===== src/rtl/uart_rx_pkg.sv =====
// Shared definitions for the UART receiver: FSM state encoding, parity-type
// encoding and the oversample decision point.
// UART_RX_MAJORITY_VOTE_EN moves the decision point one count later, so the
// third vote sample has arrived when the decision is taken.
package uart_rx_pkg;

  typedef enum logic [2:0] {
    IDLE   = 3'd0,
    START  = 3'd1,
    DATA   = 3'd2,
    PARITY = 3'd3,
    STOP   = 3'd4
  } rx_state_t;

  localparam logic PARITY_EVEN = 1'b0;
  localparam logic PARITY_ODD  = 1'b1;

  // Oversample count at which a bit value is decided.
  function automatic int sample_point(input int prescale);
`ifdef UART_RX_MAJORITY_VOTE_EN
    return prescale / 2 + 1;
`else
    return prescale / 2;
`endif
  endfunction

endpackage


===== src/rtl/uart_rx_bit_sampler.sv =====
// Oversample counter and bit-decision logic for the UART receiver.
// With UART_RX_MAJORITY_VOTE_EN defined, a bit is the 2-of-3 vote of the
// samples at PRESCALE/2-1, PRESCALE/2 and PRESCALE/2+1; otherwise it is the
// single sample at PRESCALE/2.
module uart_rx_bit_sampler
  import uart_rx_pkg::*;
#(
  parameter int PRESCALE = 8
) (
  input  logic clk,
  input  logic reset,
  input  logic line,
  input  logic start,        // start edge seen in IDLE: this cycle is cnt 0
  input  logic active,       // a frame is in progress
  input  logic clear,        // frame ends this cycle, park the counter
  output logic sample_valid,
  output logic sampled_bit,
  output logic bit_end
);

  localparam int CW = (PRESCALE > 2) ? $clog2(PRESCALE) : 1;
  localparam logic [CW-1:0] SAMPLE_CNT = CW'(sample_point(PRESCALE));
  localparam logic [CW-1:0] LAST_CNT   = CW'(PRESCALE - 1);

  logic [CW-1:0] cnt;

  // Per-bit oversample counter; the start-edge cycle counts as cnt 0.
  always_ff @(posedge clk) begin
    if (reset)                                  cnt <= '0;
    else if (start)                             cnt <= CW'(1);
    else if (!active || clear || cnt == LAST_CNT) cnt <= '0;
    else                                        cnt <= cnt + 1'b1;
  end

  assign sample_valid = active && (cnt == SAMPLE_CNT);
  assign bit_end      = active && (cnt == LAST_CNT);

`ifdef UART_RX_MAJORITY_VOTE_EN
  logic line_d1, line_d2;

  // Two-deep line history so the vote sees cnt-2, cnt-1 and cnt.
  always_ff @(posedge clk) begin
    if (reset) begin
      line_d1 <= 1'b1;
      line_d2 <= 1'b1;
    end else begin
      line_d1 <= line;
      line_d2 <= line_d1;
    end
  end

  assign sampled_bit = (line_d2 & line_d1) | (line_d2 & line) | (line_d1 & line);
`else
  assign sampled_bit = line;
`endif

endmodule


===== src/rtl/uart_receiver.sv =====
// UART receiver: start/data/parity/stop framing on an oversampled line,
// LSB-first data, one-cycle valid and error pulses.
// Optional build macro: UART_RX_MAJORITY_VOTE_EN (3-sample majority vote,
// all pulses one cycle later).
module uart_receiver
  import uart_rx_pkg::*;
#(
  parameter int DATA_WIDTH = 8,
  parameter int PRESCALE   = 8
) (
  input  logic                  clk,
  input  logic                  reset,
  input  logic                  serial_data_in,
  input  logic                  parity_enable,
  input  logic                  parity_type,
  output logic [DATA_WIDTH-1:0] parallel_data,
  output logic                  data_valid,
  output logic                  parity_error,
  output logic                  stop_error,
  output logic                  busy
);

  localparam int IW = (DATA_WIDTH > 1) ? $clog2(DATA_WIDTH) : 1;
  localparam logic [IW-1:0] LAST_IDX = IW'(DATA_WIDTH - 1);

  rx_state_t             state;
  logic [DATA_WIDTH-1:0] shift;
  logic [IW-1:0]         bit_idx;
  logic                  par_en_q, par_type_q, par_err_q;
  logic                  exp_par;
  logic                  start_det, to_idle;
  logic                  sample_valid, sampled_bit, bit_end;

  assign start_det = (state == IDLE) && !serial_data_in;
  // Frame ends at a glitching start sample or at the stop sample.
  assign to_idle   = sample_valid &&
                     (((state == START) && sampled_bit) || (state == STOP));

  uart_rx_bit_sampler #(.PRESCALE(PRESCALE)) u_sampler (
    .clk          (clk),
    .reset        (reset),
    .line         (serial_data_in),
    .start        (start_det),
    .active       (state != IDLE),
    .clear        (to_idle),
    .sample_valid (sample_valid),
    .sampled_bit  (sampled_bit),
    .bit_end      (bit_end)
  );

  // Parity bit the transmitter should have sent for the received word.
  always_comb begin
    exp_par = 1'b0;
    case (par_type_q)
      PARITY_EVEN: exp_par = ^shift;
      PARITY_ODD:  exp_par = ~^shift;
    endcase
  end

  // Frame FSM with registered word, pulses and busy.
  always_ff @(posedge clk) begin
    if (reset) begin
      state         <= IDLE;
      shift         <= '0;
      bit_idx       <= '0;
      par_en_q      <= 1'b0;
      par_type_q    <= 1'b0;
      par_err_q     <= 1'b0;
      parallel_data <= '0;
      data_valid    <= 1'b0;
      parity_error  <= 1'b0;
      stop_error    <= 1'b0;
      busy          <= 1'b0;
    end else begin
      data_valid   <= 1'b0;
      parity_error <= 1'b0;
      stop_error   <= 1'b0;
      case (state)
        IDLE: begin
          busy <= start_det;
          if (start_det) begin
            state      <= START;
            par_en_q   <= parity_enable;
            par_type_q <= parity_type;
            par_err_q  <= 1'b0;
            bit_idx    <= '0;
          end
        end
        START: begin
          if (sample_valid && sampled_bit) begin
            state <= IDLE;
            busy  <= 1'b0;
          end else if (bit_end) begin
            state   <= DATA;
            bit_idx <= '0;
          end
        end
        DATA: begin
          if (sample_valid) shift[bit_idx] <= sampled_bit;
          if (bit_end) begin
            if (bit_idx == LAST_IDX) state <= par_en_q ? PARITY : STOP;
            else                     bit_idx <= bit_idx + 1'b1;
          end
        end
        PARITY: begin
          if (sample_valid) par_err_q <= (sampled_bit != exp_par);
          if (bit_end)      state     <= STOP;
        end
        STOP: begin
          // Leave right at the sample point so a back-to-back start resyncs;
          // busy stays high through the pulse cycle.
          if (sample_valid) begin
            state        <= IDLE;
            stop_error   <= !sampled_bit;
            parity_error <= par_err_q;
            if (sampled_bit && !par_err_q) begin
              data_valid    <= 1'b1;
              parallel_data <= shift;
            end
          end
        end
        default: state <= IDLE;
      endcase
    end
  end

endmodule


===== config.mk =====
export PLATFORM = sky130hd
export DESIGN_NAME = uart_receiver
export DESIGN_NICKNAME = d
export VERILOG_FILES = /design/src/rtl/uart_rx_pkg.sv /design/src/rtl/uart_rx_bit_sampler.sv /design/src/rtl/uart_receiver.sv
export SDC_FILE = /design/constraint.sdc
export NUM_CORES = 1
export LEC_CHECK = 0
export CAP_MARGIN = 0
export CORE_MARGIN = 5
export CORE_UTILIZATION = 44
export CTS_CLUSTER_DIAMETER = 100
export DETAILED_ROUTE_END_ITERATION = 16
export MAX_ROUTING_LAYER = met4
export PLACE_DENSITY_LB_ADDON = 0.05
export SLEW_MARGIN = 20
export SYNTH_ARGS = -nofsm -noshare
export SYNTH_HDL_FRONTEND = slang
export SYNTH_SLANG_ARGS = --single-unit

===== constraint.sdc =====
create_clock -name clk -period 1.7 [get_ports clk]
set_input_delay 0.51 -clock clk [delete_from_list [all_inputs] [get_ports clk]]
set_output_delay 0.51 -clock clk [all_outputs]
set_load 0.01 [all_outputs]

==> flow_summary.json, run 1 <==
{
  "r2r-start": "u_sampler.cnt[0]",
  "io_buffers": 16,
  "design_area_mm2": 0.00204,
  "cp-endpoint": "parallel_data[4]",
  "ys_seq_area_share_pct": 40.0,
  "synth_top_family_by_area": "simple AND/OR/NAND/NOR gates",
  "regToRegEndpoint": "bit_idx[2]",
  "skew_ns": 0.00981,
  "total_power_mw": 1.48,
  "grt_pass1_wl_um": 5870,
  "syn_to_final_growth_pct": 27.2,
  "synth_xor_area_share_pct": 5.23,
  "slowest_delay_ns": 0.53,
  "whs_ns": 0.495,
  "tns_ns": 0,
  "status": "finished, final reports clean",
  "worst-path-stages": 1,
  "setup_viol": 0,
  "nFillCells": 356,
  "rsz0062_at_grt": "yes",
  "top_usage_layer": "met2",
  "final-hold-violation-count": 0,
  "cts.clk_slew.worst_paths_ns": 0.07,
  "met2_usage_pct": 22.2,
  "timing.final.ws_setup_ns": 0.0443,
  "r2r_setup_slack_ns": 0.05,
  "synthFlopType": "dfxtp_1",
  "antenna_found_initial": 0,
  "numClockSinks": 32,
  "cts.hold.buffers_added": 0,
  "worst_ep_required_time_ns": 1.19,
  "cts_buffers": 5,
  "via_per_inst": 5.16,
  "syn_avg_cell_area_um2": 9.32,
  "syn_area_mm2": 0.00160,
  "num_rows": 22,
  "cp-start-kind": "register",
  "p_per_area_mw_per_mm2": 727,
  "htreeDepth": 2,
  "synth_compound_area_share_pct": 8.82,
  "drcViolationCount": 0,
  "drt_iter0_drc": 43,
  "drv_slew": 0,
  "grt_overflow_total": 0,
  "criticalPathCategory": "reg2out",
  "slew-limit-headroom_pct": 74.9,
  "ios": 17,
  "core_mm2": 0.00361,
  "synth_edf_count": 0,
  "synthArstFlopShare_pct": 0,
  "clock.fmax_ghz": 0.604,
  "postRouteWirelength_um": 3520,
  "fp.dieH_um": 70.4,
  "muxShareOfSynthArea_pct": 11.9,
  "yosys.area_share.adder_pct": 3.90,
  "syn_inst": 172,
  "clk-insertion-delay-late_ns": 0.28,
  "period_needed_ns": 1.66,
  "critPathLaunch": "parallel_data[4]",
  "clk_path_buf_depth": 2,
  "grt_start_max_net_pins": 23,
  "met3_usage_pct": 4.60,
  "use_met1_pct": 19.8,
  "endpoint_kind": "output pin",
  "drt_first_pass_iters": 4,
  "root_buffer": "clkbuf_8",
  "placed_area_mm2": 0.00191,
  "final_layout_size_suffix_gt1_share_pct": 23.3,
  "tightestPinTransition_ns": 0.376,
  "postCtsSetupRepairBufs": 0,
  "wl_per_cell_um": 14.1,
  "ant_nets": 0,
  "grtUsageTotal_pct": 15.4,
  "die_x_um": 70.4,
  "ys_warn_count": 0,
  "synth.distinct_cells": 42,
  "ir_worst_vdd_uv": 428,
  "ys_seq_elements": 32,
  "crit_chain": "clkdlybuf4s50_1",
  "synth-simple-area-share_pct": 24.7,
  "dp_slack_ns": -0.368,
  "vias": 1289,
  "tritoncts": "done",
  "critPathSlowestCell": "clkdlybuf4s50_1",
  "path_max_fanout": 2,
  "r2r.worst_path.cells": 7,
  "syn_nets": 182,
  "grt_pass1_vias": 1245,
  "dp_hpwl_um": 2560,
  "hold_class": "reg2reg",
  "fin_nets": 212,
  "gp_congestion": 0.990,
  "maxCapViolCount": 0,
  "cp.arrival_ns": 1.15,
  "num_antenna_cells": 0,
  "cp.buffers_inverters": 1,
  "post-route-period-util_pct": 97.4,
  "fp.dieArea_mm2": 0.00495,
  "initial_utilization_pct": 44.4,
  "cpLargestDelayFamily": "buffers and inverters",
  "p_leak_nw": 0.847
}
==> cell type report <==
cell class	count	area, um^2	share of cell area, %
clock buffers	6	72.6	3.56
clock inverters	1	5.00	0.245
inverters	7	26.3	1.29
multi-input cells	122	925	45.3
flip-flops and latches	32	644	31.6
well taps	48	60.1	2.94
repair buffers	34	307	15.0
==> cells in the mapped netlist, types with 3 or more instances <==
cell type,count,area [um^2]
a21oi_1,6,30.0
and2_1,3,18.8
buf_4,3,22.5
clkbuf_1,5,18.8
dfxtp_1,32,641
ha_1,5,62.6
inv_1,5,18.8
mux2i_1,19,190
nand2_1,9,33.8
nand3_1,6,30.0
nand3b_1,4,30.0
nor2_1,29,109
o21ai_1,3,15.0
or3_1,3,18.8
xnor2_1,7,61.3
==> per-stage QoR <==
step | util, % | std cells
2_1_floorplan | - | 172
3_3_place_gp | 52.9 | 243
3_5_place_dp | 52.9 | 243
4_1_cts | 55.6 | 250
5_1_grt | 56.6 | 250
6_report | 56.6 | 250
==> worst min-delay path by stage <==
stage	startpoint	depth (start not counted)	end
after floorplan	par_err_q	1	data_valid
after global placement	parallel_data[0]	2	parallel_data[0]
after detailed placement	parallel_data[3]	2	parallel_data[3]
after CTS	parallel_data[3]	2	parallel_data[3]
after global routing	parallel_data[2]	2	parallel_data[2]
final	parallel_data[3]	2	parallel_data[3]
==> cell usage in the layout (no fill, tap or decap), drive strengths merged, types with 3 or more instances in the layout <==
| master | count |
|---|---|
| a21oi | 7 |
| ha | 5 |
| nor2 | 30 |
| nor3b | 3 |
| buf | 18 |
| dfxtp | 32 |
| or3 | 3 |
| inv | 6 |
| and2 | 3 |
| nand2 | 9 |
| nand3b | 4 |
| xnor2 | 7 |
| nand3 | 6 |
| clkbuf | 6 |
| mux2i | 19 |
| o21ai | 5 |
| clkdlybuf4s50 | 15 |
==> sequential cells by signal, summed over array words and instances (netlist names) <==
register	count
u_sampler.cnt	3
data_valid	1
parity_error	1
state	3
stop_error	1
shift	8
busy	1
parallel_data	8
bit_idx	3
par_type_q	1
par_en_q	1
par_err_q	1
==> what timing repair did <==
action | 4_1_cts | 5_1_grt
endpoints found under the setup margin | 3 | 22
pin swaps | 1 | 9
resized for setup | 5 | 12
==> power breakdown <==
group          internal, mW  total (mW)  switching (mW)
clock                 0.278       0.546           0.269
sequential            0.764       0.777          0.0129
combinational        0.0757       0.160          0.0843
total                  1.12        1.48           0.366
==> logic make-up (layout without fill, tap and decap cells) <==
kind of cell | after synthesis | in the layout
simple gates | 71 | 71
flops | 32 | 32
compound gates | 19 | 19
mux | 19 | 19
buf+inv | 18 | 48
xor+xnor | 8 | 8
fa+ha+maj | 5 | 5
==> metal layers <==
layer / share of wire (%) / vias up
li1: - / 646
met1: 48 / 607
met2: 46 / 29
met3: 3.6 / 7
met4: 1.9 / 0
met5: 0 / -
Note: power is estimated with default switching activity, not from simulation.
==> run 2: changes to the inputs <==
CELL_PAD_IN_SITES_DETAIL_PLACEMENT = 1   (was default)
CELL_PAD_IN_SITES_GLOBAL_PLACEMENT = 2   (was default)
CORE_UTILIZATION = 34   (was 44)
==> run 2 against run 1 <==
Net effect:
- sequential cell count unchanged
- final cell count increased by 3.6%
- clock-buffer cell count increased by 1
- clock power increased by 16%
- critical path depth unchanged
- clock skew decreased by 0.0041 ns
- setup slack improved by 0.014 ns
- via count increased by 1.2%
- first-iteration DRC count decreased by 2.3%
- largest power group unchanged
- final area increased by 4.3%
==> flow_summary.json, run 2 (synthesis results as in run 1) <==
{
  "status": "finished, final reports clean",
  "cp-start-kind": "register",
  "rsz0062_at_grt": "yes",
  "slew-limit-headroom_pct": 72.7,
  "timing.final.ws_setup_ns": 0.0579,
  "cts.clk_slew.worst_paths_ns": 0.07,
  "reg_top3": "parallel_data (8), shift (8)",
  "grt_overflow_total": 0,
  "criticalPathCategory": "reg2out",
  "fp.dieArea_mm2": 0.00619,
  "ant_nets": 0,
  "root_buffer": "clkbuf_8",
  "antenna_found_initial": 0,
  "cp.arrival_ns": 1.13,
  "num_antenna_cells": 0,
  "nFillCells": 525,
  "mostFrequentLayoutCell": "dfxtp_1",
  "layout_common_cells": "dfxtp_1, nor2_1, buf_4",
  "clock.fmax_ghz": 0.609,
  "grt_pass1_wl_um": 6850,
  "tightestPinTransition_ns": 0.409,
  "wl_per_cell_um": 15.6,
  "post-route-period-util_pct": 96.6,
  "m1WireLength_um": 1900,
  "drcViolationCount": 0,
  "endpoint_kind": "output pin",
  "ios": 17,
  "syn_to_final_growth_pct": 32.7,
  "final-hold-violation-count": 0,
  "initial_utilization_pct": 34.4,
  "ir_worst_vdd_uv": 309,
  "skew_ns": 0.00576,
  "drv_slew": 0,
  "postRouteWirelength_um": 4040,
  "path_max_fanout": 1,
  "numClockSinks": 32,
  "core_mm2": 0.00466,
  "grt_pass1_vias": 1376,
  "io_buffers": 16,
  "num_rows": 25,
  "htreeDepth": 2,
  "clk-insertion-delay-late_ns": 0.28,
  "postCtsSetupRepairBufs": 0,
  "crit_chain": "clkdlybuf4s50_1",
  "gp_congestion": 0.831,
  "clk_path_buf_depth": 2,
  "maxCapViolCount": 0,
  "cts_buffers": 5,
  "setup_viol": 0,
  "die_x_um": 78.7,
  "tritoncts": "done",
  "via_per_inst": 5.03,
  "grt_start_max_net_pins": 23,
  "dp_hpwl_um": 3070,
  "dr_wl_met2_um": 1970,
  "fin_nets": 215,
  "drt_first_pass_iters": 4,
  "vias": 1304,
  "dp_slack_ns": -0.339,
  "fp.dieH_um": 78.7,
  "final_layout_size_suffix_gt1_share_pct": 26.3,
  "wl_met3_um": 109,
  "top_layer_used": "met4",
  "cp.buffers_inverters": 1,
  "period_needed_ns": 1.64,
  "whs_ns": 0.487,
  "grtUsageTotal_pct": 14.8,
  "worst_ep_required_time_ns": 1.19,
  "cpLargestDelayFamily": "buffers and inverters",
  "p_leak_nw": 0.994,
  "hold_class": "reg2reg",
  "slowest_delay_ns": 0.53,
  "critPathSlowestCell": "clkdlybuf4s50_1",
  "p_per_area_mw_per_mm2": 740,
  "drt_iter0_drc": 42
}
[run 2: cell count changes in the layout (fill, tap and decap cells not counted), sizes merged]
cell,change
clkdlybuf4s50,-8
dlymetal6s2s,+6
buf,+3
dlygate4sd2,+2
clkbuf,+1
clkinv,-1
[run 2: through the flow]
stage / cell area, um^2 / total power [mW] / utilization [%] / setup TNS [ns] / std cells
5_1_grt: 2130 / 1.66 / 45.6 / -0.0117 / 259
3_5_place_dp: 1940 / 0.951 / 41.6 / -4.58 / 252
4_1_cts: 2060 / 1.60 / 44.1 / 0 / 259
6_report: 2130 / 1.57 / 45.6 / 0 / 259
2_1_floorplan: 1600 / 0.888 / - / 0 / 172
3_3_place_gp: 1940 / 0.945 / 41.6 / -3.99 / 252
[run 2: layout make-up]
| class | instances | area, um^2 | area share [%] |
|---|---|---|---|
| clock buffer | 7 | 96.3 | 4.53 |
| inverter | 7 | 26.3 | 1.24 |
| multi-input combinational | 122 | 952 | 44.8 |
| sequential | 32 | 643 | 30.2 |
| tap | 54 | 67.6 | 3.18 |
| timing repair buffer | 37 | 342 | 16.1 |
[run 2: final timing paths]
path | end | startpoint | cells after the start | slack, ns
hold reg to reg | data_valid | par_err_q | 1 | 0.49
hold / removal | data_valid | par_err_q | 1 | 0.49
setup reg to reg | state[1] | u_sampler.cnt[0] | 7 | 0.08
setup / recovery | parity_error | parity_error | 1 | 0.06
[run 2: timing repair]
action                                  4_1_cts  5_1_grt
cloned                                        0        0
hold buffers                                  0        0
hold endpoints to repair                      0        0
pin swaps                                     2        5
gates resized for setup                       9       20
endpoints found under the setup margin       18       27
[run 2: where the power goes]
group,internal (mW),total [mW],switching (mW)
clock network,0.360,0.631,0.271
logic,0.0803,0.163,0.0831
registers,0.764,0.780,0.0158
[run 2: layer usage]
metal / vias to the layer above / GRT usage (%)
met5: - / -
met1: 629 / 17.3
met3: 5 / 4.13
met4: 0 / 4.72
met2: 16 / 24.5
li1: 654 / -
==> run 3: changes to the inputs <==
CORE_UTILIZATION = 37   (was 34)
clock period = 2.05 ns   (was 1.7 ns; I/O delays follow)
==> run 3 against run 2 <==
Net effect:
- final cell count shrank 4.6%
- register-to-register slack improved by 0.15 ns
- clock skew fell by 0.0011 ns
- first-iteration DRC count decreased by 48%
- clock power down 25%
- sequential cell count is the same
- power decreased by 21%
- global-route usage about the same
- highest routed layer unchanged
- combinational power is 29% lower
==> flow_summary.json, run 3 (synthesis results as in run 1) <==
{
  "status": "finished, final reports clean",
  "rsz0062_at_grt": "no",
  "cp-start-kind": "input port",
  "syn_to_final_growth_pct": 21.1,
  "ir_worst_vdd_uv": 512,
  "num_antenna_cells": 0,
  "die_x_um": 75.8,
  "drv_slew": 0,
  "clk-insertion-delay-late_ns": 0.27,
  "crit_chain": "clkdlybuf4s50_1, or2_4, a21oi_2, o21ai_2, or3_1, a21oi_1",
  "num_rows": 24,
  "clock.fmax_ghz": 0.527,
  "cp.arrival_ns": 2.10,
  "drt_first_pass_iters": 4,
  "fp.dieH_um": 75.8,
  "tritoncts": "done",
  "ant_nets": 0,
  "postCtsSetupRepairBufs": 0,
  "final-hold-violation-count": 0,
  "final_cells": 247,
  "maxCapViolCount": 0,
  "nFillCells": 505,
  "vias": 1269,
  "hold_depth": 1,
  "htreeDepth": 2,
  "tightestPinTransition_ns": 0.459,
  "dp_cells": 239,
  "initial_utilization_pct": 37.6,
  "p_per_area_mw_per_mm2": 637,
  "final_layout_size_suffix_gt1_share_pct": 14.9,
  "period_needed_ns": 1.90,
  "skew_ns": 0.00470,
  "reg_top3": "parallel_data (8), shift (8)",
  "combPwrFrac_pct": 9.3,
  "io_buffers": 16,
  "clk_path_buf_depth": 2,
  "switching_share_pct": 25.3,
  "r2r.worst_path.cells": 7,
  "cts.clk_slew.worst_paths_ns": 0.07,
  "timing.final.ws_setup_ns": 0.154,
  "antenna_found_initial": 0,
  "postRouteWirelength_um": 3690,
  "ios": 17,
  "hp-start": "par_err_q",
  "dp_slack_ns": -0.131,
  "regToRegEndpoint": "state[1]",
  "grt_start_max_net_pins": 23,
  "p_leak_nw": 0.816,
  "slew-limit-headroom_pct": 69.4,
  "root_buffer": "clkbuf_8",
  "worst_ep_required_time_ns": 2.26,
  "slowest_delay_ns": 0.49,
  "r2r-start": "u_sampler.cnt[0]",
  "cts_buffers": 5,
  "setup_viol": 0,
  "core_mm2": 0.00426,
  "switching_power_uw": 313,
  "grt_overflow_total": 0,
  "clockPowerShare_pct": 38.3,
  "intPower_uw": 923,
  "grt_pass1_vias": 1336,
  "critPathSlowestCell": "clkdlybuf4s50_1",
  "layout_common_cells": "dfxtp_1, nor2_1, mux2i_1",
  "hold_end": "data_valid",
  "grtUsageTotal_pct": 14.8,
  "gp_congestion": 0.801,
  "numClockSinks": 32,
  "fin_nets": 204,
  "drt_iter0_drc": 22,
  "post_cts_resized": 0,
  "hold_class": "reg2reg",
  "fp.dieArea_mm2": 0.00575,
  "drcViolationCount": 0,
  "endpoint_kind": "register",
  "seqPwrFrac_pct": 52.4,
  "dp_hpwl_um": 2870,
  "criticalPathCategory": "in2reg",
  "fin_util_pct": 45.5,
  "mostFrequentLayoutCell": "dfxtp_1",
  "path_max_fanout": 4,
  "wl_per_cell_um": 14.9,
  "via_per_inst": 5.14,
  "grt_pass1_wl_um": 6290,
  "cts.hold.buffers_added": 0,
  "r2r_setup_slack_ns": 0.23,
  "post-route-period-util_pct": 92.5
}
run 3: worst max-delay path by stage:
stage	cells after the start	slack [ns]	endpoint	start
floorplan	6	0.38	bit_idx[1]	serial_data_in
global placement	6	-0.06	bit_idx[2]	serial_data_in
detailed placement	6	-0.13	bit_idx[2]	serial_data_in
CTS	6	0.14	bit_idx[2]	serial_data_in
global route	7	0.08	bit_idx[1]	serial_data_in
finish	6	0.15	bit_idx[2]	serial_data_in
run 3: power by group through the flow:
stage | clock network [mW] | registers (mW) | logic (mW)
global placement | 0 | 0.661 | 0.113
global route | 0.521 | 0.649 | 0.127
detailed placement | 0 | 0.662 | 0.116
floorplan | 0 | 0.653 | 0.0830
CTS | 0.493 | 0.647 | 0.117
finish | 0.474 | 0.647 | 0.115
run 3: stage by stage:
stage | instance area, um^2 | TNS (ns) | hold WS, ns | total power [mW]
floorplan | 1600 | 0 | 0.418 | 0.736
global placement | 1850 | -0.171 | 0.471 | 0.774
detailed placement | 1850 | -0.651 | 0.480 | 0.778
CTS | 1940 | 0 | 0.495 | 1.26
global route | 1940 | 0 | 0.518 | 1.30
finish | 1940 | 0 | 0.481 | 1.24
run 3: final cells by class:
cell class	count	area, um^2	area share (%)
flip-flops and latches	32	641	33.0
clock buffers	5	68.8	3.55
clock inverters	3	18.8	0.967
repair buffers	26	248	12.8
inverters	7	26.3	1.35
well taps	52	65.1	3.35
multi-input cells	122	873	45.0
run 3: routing by layer:
| metal | share of wire [%] | GRT usage (%) |
|---|---|---|
| met2 | 48 | 23.2 |
| met1 | 48 | 19.0 |
| met5 | 0 | - |
| met4 | 0.51 | 3.50 |
| met3 | 3.2 | 3.69 |
run 3: worst max-delay path, delay by kind of cell:
kind	cells	cell delay, ns
buf+inv	1	0.49
simple gates	2	0.62
compound gates	3	0.38
